--- src/rtl/fetch_stage.sv ---
// fetch_stage: PC owner, boot/interrupt vector loader and IF/ID register.
// Optional interrupt support is built only when FETCH_INT_EN is defined.
module fetch_stage #(
    parameter int unsigned PC_WIDTH  = 32,
    parameter int unsigned RESET_VEC = 0,
    parameter int unsigned INT_VEC   = 2,
    parameter logic [15:0] NOP       = 16'h0000
) (
    input  logic                clk,
    input  logic                reset,
    output logic [PC_WIDTH-1:0] imem_addr,
    input  logic [15:0]         imem_data,
    input  logic                stall,
    input  logic                branch_taken,
    input  logic [PC_WIDTH-1:0] branch_target,
    input  logic                interrupt,
    output logic [15:0]         instruction_r,
    output logic [PC_WIDTH-1:0] pc_r,
    output logic                interrupt_signal_r,
    output logic                valid_r
);

    typedef logic [PC_WIDTH-1:0] pc_t;

`ifdef FETCH_INT_EN
    typedef enum logic [2:0] {
        BOOT_HI, BOOT_LO, RUN, INT_HI, INT_LO
    } state_t;
`else
    typedef enum logic [1:0] {
        BOOT_HI, BOOT_LO, RUN
    } state_t;
`endif

    localparam pc_t RESET_ADDR = pc_t'(RESET_VEC);
    localparam pc_t INT_ADDR   = pc_t'(INT_VEC);
    localparam pc_t ONE        = pc_t'(1);

    state_t      state_q, state_d;
    pc_t         pc_q, pc_d;
    logic [15:0] instruction_d;
    pc_t         pc_r_d;
    logic        valid_d;
    logic        int_sig_d;
    logic        int_pending;
    logic        pend_d;

    // Vector words are loaded high half first into a 32-bit view of the PC.
    logic [31:0] pc_wide;
    pc_t         pc_hi_load;
    pc_t         pc_lo_load;

    assign pc_wide    = 32'(pc_q);
    assign pc_hi_load = pc_t'({imem_data, pc_wide[15:0]});
    assign pc_lo_load = pc_t'({pc_wide[31:16], imem_data});

    // Address selection: vector words while loading, PC while running.
    always_comb begin
        imem_addr = pc_q;
        unique case (state_q)
            BOOT_HI: imem_addr = RESET_ADDR;
            BOOT_LO: imem_addr = RESET_ADDR + ONE;
`ifdef FETCH_INT_EN
            INT_HI:  imem_addr = INT_ADDR;
            INT_LO:  imem_addr = INT_ADDR + ONE;
`endif
            default: imem_addr = pc_q;
        endcase
    end

    // Next PC, FSM state, IF/ID contents and pending-interrupt flag.
    always_comb begin
        state_d       = state_q;
        pc_d          = pc_q;
        instruction_d = instruction_r;
        pc_r_d        = pc_r;
        valid_d       = valid_r;
        int_sig_d     = interrupt_signal_r;
        pend_d        = int_pending | interrupt;
        unique case (state_q)
            BOOT_HI: begin
                pc_d    = pc_hi_load;
                state_d = BOOT_LO;
            end
            BOOT_LO: begin
                pc_d    = pc_lo_load;
                state_d = RUN;
            end
`ifdef FETCH_INT_EN
            INT_HI: begin
                pc_d    = pc_hi_load;
                state_d = INT_LO;
            end
            INT_LO: begin
                pc_d    = pc_lo_load;
                state_d = RUN;
            end
`endif
            RUN: begin
                if (branch_taken) begin
                    pc_d          = branch_target;
                    instruction_d = NOP;
                    valid_d       = 1'b0;
                    int_sig_d     = 1'b0;
                end else if (stall) begin
                    pc_d = pc_q;
`ifdef FETCH_INT_EN
                end else if (int_pending) begin
                    // Marker carries the return address; a pulse
                    // arriving now merges into this request.
                    instruction_d = NOP;
                    pc_r_d        = pc_q;
                    int_sig_d     = 1'b1;
                    valid_d       = 1'b0;
                    pend_d        = 1'b0;
                    state_d       = INT_HI;
`endif
                end else begin
                    instruction_d = imem_data;
                    pc_r_d        = pc_q + ONE;
                    int_sig_d     = 1'b0;
                    valid_d       = 1'b1;
                    pc_d          = pc_q + ONE;
                end
            end
            default: state_d = BOOT_HI;
        endcase
        if (state_q != RUN && !stall) begin
            instruction_d = NOP;
            valid_d       = 1'b0;
            int_sig_d     = 1'b0;
        end
    end

    // State, PC and IF/ID register with synchronous active-low reset.
    always_ff @(posedge clk) begin
        if (!reset) begin
            state_q       <= BOOT_HI;
            pc_q          <= '0;
            instruction_r <= NOP;
            pc_r          <= '0;
            valid_r       <= 1'b0;
        end else begin
            state_q       <= state_d;
            pc_q          <= pc_d;
            instruction_r <= instruction_d;
            pc_r          <= pc_r_d;
            valid_r       <= valid_d;
        end
    end

`ifdef FETCH_INT_EN
    // Interrupt request latch and the marker bit of IF/ID.
    always_ff @(posedge clk) begin
        if (!reset) begin
            int_pending        <= 1'b0;
            interrupt_signal_r <= 1'b0;
        end else begin
            int_pending        <= pend_d;
            interrupt_signal_r <= int_sig_d;
        end
    end
`else
    // Without interrupt support the request input has no effect.
    logic unused_int;
    assign int_pending        = 1'b0;
    assign interrupt_signal_r = 1'b0;
    assign unused_int         = &{1'b0, pend_d, int_sig_d};
`endif

endmodule

--- config.mk ---
export PLATFORM = sky130hd
export DESIGN_NAME = fetch_stage
export DESIGN_NICKNAME = d
export VERILOG_FILES = /design/src/rtl/fetch_stage.sv
export SDC_FILE = /design/constraint.sdc
export NUM_CORES = 1
export LEC_CHECK = 0
export ABC_AREA = 1
export CORE_MARGIN = 2
export CORE_UTILIZATION = 48
export CTS_CLUSTER_SIZE = 40
export DETAILED_ROUTE_END_ITERATION = 7
export HOLD_SLACK_MARGIN = 0.05
export PLACE_DENSITY = 0.9
export SYNTH_ARGS = -nofsm -noshare
export SYNTH_HDL_FRONTEND = slang
export SYNTH_SLANG_ARGS = --single-unit
--- constraint.sdc ---
create_clock -name clk -period 2.4 [get_ports clk]
set_input_delay 0.48 -clock clk [delete_from_list [all_inputs] [get_ports clk]]
set_output_delay 0.48 -clock clk [all_outputs]
set_load 0.01 [all_outputs]
Word-level counts from Yosys, hierarchy flattened
Cells that the tools add are included.

storage, ports and cells
  register bits after elaboration = 83
  memories kept = 0
  RAM bits = 0
  memory bits (read-only) = 0
  output and inout port bits = 82
  bits of input ports = 53
  word-level logic and storage cells = 36
  latch bits = 0

cells by class
  muxes and demuxes = 9
  multiply operators = 0
  reduce and logical (&&, ||, !) cells = 10
  equality and inequality tests = 5
  bitwise gates (word level) = 5
  shifts and indexed selects = 0
  divide/modulo/power cells = 0
  add/sub/neg operators = 1
  magnitude comparators = 0

operator list
  cell                                                                    count
  32-bit case mux with 3 select lines                                     1
  32-bit two-way mux                                                      2
  32-bit case mux with 2 select lines                                     1
  32-bit by 1-bit adder with 32-bit output (second input constant)        1
  16-bit two-way mux                                                      2
  3-bit AND reduction                                                     3
  2-bit case mux with 3 select lines                                      1
  1-bit NOT                                                               5
  2-bit nonzero test                                                      2
  3-bit != test (second input constant)                                   1
  2-bit by 1-bit equality test with 1-bit output (second input constant)  1
  2-bit equality test (second input constant)                             1
  2-bit zero test                                                         1
  1-bit two-way mux                                                       2
  2-bit by 1-bit != test with 1-bit output (second input constant)        1
  2-bit != test (second input constant)                                   1
  2-bit AND reduction                                                     1
  2-bit OR reduction                                                      1
  1-bit logical AND                                                       1
  1-bit zero test                                                         1

Logic depth before layout (Yosys ltp)
  word-level depth = 4
  depth in mapped cells = 12
  mapped depth without buffers = 11

Worst setup path before layout
Ideal clock, no wire load.

  path type = register -> output
  start point = reg state_q[1]
  end point = out imem_addr[13]
  arrival time = 1537 ps
  buffers on the path = 3
  required time = 1920 ps
  stages on the path, launching flop included = 8
  setup slack = 383 ps
  cells stage by stage = dfxtp_1 inv_1 ha_1 clkbuf_1 or2_2 clkbuf_1 buf_1 nor2_1

on the way
  cells in the longest elaborated chain, start to end = 2
  elaborated cells on any way between the ends = 3
  those cells by class = 1 x eq/ne; 1 x mux; 1 x reduce/logical

RTL lines
  what                                                                               RTL line  source
  start, declared                                                                    39        state_t state_q, state_d;
  start signal, assigned                                                             144       state_q <= state_d;
  2-bit by 1-bit equality test with 1-bit output or 2-bit zero test (tied branches)  60        unique case (state_q)
  32-bit case mux with 2 select lines (*)                                            60
  end, declared                                                                      11        output logic [PC_WIDTH-1:0] imem_addr,

Mark *: on every way between the ends. The rest lies on a longest branch, timed or not.

Worst setup path in the final report
  start point = reg state_q[0]
  end point = out imem_addr[21]

Same word-level chain as after synthesis.

==> flow_metrics.env <==
export IMPL_crit_arrival_ns=1.86
export IMPL_cts_buffers=9
export IMPL_route_detailed_drc=0
export IMPL_synth_top_family_by_area="simple AND/OR/NAND/NOR gates"
export IMPL_hold_ws_ns=0.468
export IMPL_drv_slew=0
export IMPL_status="complete, no violations"
export IMPL_drtAntennaViolNets=0
export IMPL_fp_row_count=35
export IMPL_cts_tree="yes"
export IMPL_ys_ff_latch=83
export IMPL_synth_compound_area_share_pct=19.6
export IMPL_synth_simple_area_share_pct=31.2
export IMPL_max_freq_mhz=427
export IMPL_irDropWorstVdd_uv=659
export IMPL_drt_pass1_iter_count=7
export IMPL_placed_cells=983
export IMPL_fin_crit_ns=2.34
export IMPL_total_power_uw=6070
export IMPL_diodes=0
export IMPL_worstPathRequired_ns=1.92
export IMPL_fin_worst_skew_ns=0.00819
export IMPL_setup_viol=0
export IMPL_ys_warn_count=0
export IMPL_initial_core_util_pct=49.7
export IMPL_cts_sinks=83
export IMPL_seqPwrFrac_pct=33.8
export IMPL_clkLatencyLatePin_ns=0.36
export IMPL_fill_cells=847
export IMPL_vias_per_cell=5.34
export IMPL_die_area_um2=10400
export IMPL_clockBufferDepth=2
export IMPL_antenna_found_initial=0
export IMPL_clk_pin_slew_ns=0.09
export IMPL_synthMuxAreaShare_pct=0
export IMPL_switchingPower_uw=2660
export IMPL_rsz0062_at_grt="false"
export IMPL_hold_viol=0
export IMPL_gp_congestion=0.956
export IMPL_crit_path_max_fanout=6
export IMPL_postRouteWirelength_um=15100
export IMPL_layout_cells_non_filler=1003
export IMPL_root_buffer="clkbuf_8"
export IMPL_clkPwrFrac_pct=19.1
export IMPL_grtUsageTotal_pct=29.5
export IMPL_hold_path_class="reg -> reg"
export IMPL_grt_first_pass_wirelength_um=23900
export IMPL_final_cell_mix="nor2_1, nand2_1, clkdlybuf4s50_1"
export IMPL_critPathLaunchType="register"
export IMPL_leakage_uw=0.00262
export IMPL_overflow=0
export IMPL_drive_gt1_share_pct=5.26
export IMPL_dp_hpwl_um=10600
export IMPL_top_level_ports=135
export IMPL_nets=926
export IMPL_worstSetupEndpointType="output port"
export IMPL_slew_headroom_pct=60.4
export IMPL_portBuffers=132
export IMPL_grt_pass1_vias=4851
export IMPL_pwr_density_cell_nw_per_um2=967
export IMPL_internal_power_uw=3410
export IMPL_synth_cell_type_count=24
export IMPL_synthCells=748
export IMPL_core_region_area_um2=9280
export IMPL_reg2reg_from="pc_q[0]$_SDFFE_PN0P_"
export IMPL_drtIter0Drc=469
export IMPL_synth_nets=805
export IMPL_max_cap_viol_count=0
export IMPL_die_w_um=102
export IMPL_vias=5356
export IMPL_min_from="instruction_r[8]$_SDFFE_PP0P_"
export IMPL_power_frac_comb_pct=47.2
export IMPL_synth_xor_area_share_pct=2.09
export IMPL_ys_seq_area_share_pct=36.0
export IMPL_synthAdderAreaFrac_pct=1.08
export IMPL_final_common_cell="nor2_1"
export IMPL_critPathLaunch="state_q[0]$_SDFFE_PN0N_"
export IMPL_fin_crit_sh_pct=97.7
export IMPL_h_tree_depth=3
export IMPL_wire_per_inst_um=15.0
export IMPL_grt_max_degree=58
export IMPL_tightest_slew_ns=0.593
export IMPL_crit_type="reg -> out"
export IMPL_area_delta_synth_final_pct=36.0
export IMPL_sw_frac_of_total_pct=43.8
export IMPL_die_y_um=102
export IMPL_syn_avg_cell_area_um2=6.17
export IMPL_syn_cell_area_um2=4620
## area by class of cell
cell class	instances	area, um2	share of cell area, %
clock inverter	6	88.8	1.41
clock buffer	10	138	2.19
multi-input combinational	551	2520	40.2
sequential	83	1660	26.5
tap	129	161	2.57
inverter	78	293	4.66
timing repair buffer	146	1410	22.5
## stage by stage
stage / TNS [ns] / instance area (um2) / utilization, % / setup WS (ns)
after floorplan: 0 / 4620 / - / 0.383
after detailed placement: -0.155 / 6050 / 65.1 / -0.0447
after global placement: 0 / 6050 / 65.1 / 0.0324
after global routing: 0 / 6280 / 67.6 / 0.0104
final: 0 / 6280 / 67.6 / 0.0561
after CTS: 0 / 6280 / 67.6 / 0.0510
## final timing paths
check	depth (start not counted)	slack (ns)	to
setup reg to reg	10	0.39	pc_r[20]$_SDFFE_PN0P_
hold reg to reg	2	0.47	instruction_r[8]$_SDFFE_PP0P_
hold / removal	2	0.47	instruction_r[8]$_SDFFE_PP0P_
setup / recovery	6	0.06	imem_addr[21]
## cell families (layout without fill, tap and decap cells)
family                     after synthesis  after routing
AOI/OAI and AO/OA                      169            169
xor gates and xnor gates                11             11
adders and majority gates                4              4
DFF                                     83             83
buffers and inverters                  116            240
and+or+nand+nor                        364            366
other                                    1              1
## timing repair
item,in CTS,in global routing
hold buffers,0,0
pin swaps,3,0
setup buffers,2,0
endpoints found under the setup margin,31,4
gates resized for setup,36,2
cloned,2,0
## registers in the layout, summed over array words and instances, names as in the netlist
name           count
state_q            2
pc_q              32
valid_r            1
pc_r              32
instruction_r     16
## worst max-delay path, cell delays in order, from the launching register on
cell and delay [ns]:
dfxtp_1 0.35, inv_1 0.09, ha_2 0.24, or2_4 0.29, buf_4 0.17, nor2_1 0.09
dlygate4sd2_1 0.27
## power groups by stage
stage,clock [uW],combinational (uW),sequential [uW]
global placement,0,2700,2050
global route,1220,3160,2090
CTS,1160,2820,2030
detailed placement,0,2750,2050
finish,1160,2860,2050
floorplan,0,1740,2010
## per-layer routing
metal	global-route usage (%)	wire length, um	vias up	share of wire [%]
li1	-	-	2634	-
met1	40.5	6370	2372	42
met2	45.2	6630	310	44
met3	7.46	1620	40	11
met4	10.3	461	0	3.1
met5	0	0	-	0
## cells in the mapped netlist, drive strengths merged
cell type	n	area share, %
a21oi	84	9.2
o21ai	64	6.9
xor2	11	2.1
inv	78	6.3
a211oi	2	0.33
nor2	164	14
o211ai	18	2.9
or2	1	0.14
nand3	45	4.9
ha	4	1.1
clkbuf	23	1.9
conb	1	0.081
buf	15	1.7
dfxtp	83	36
a221oi	1	0.19
nand2	154	13
Power figures use the tool's default switching activity.
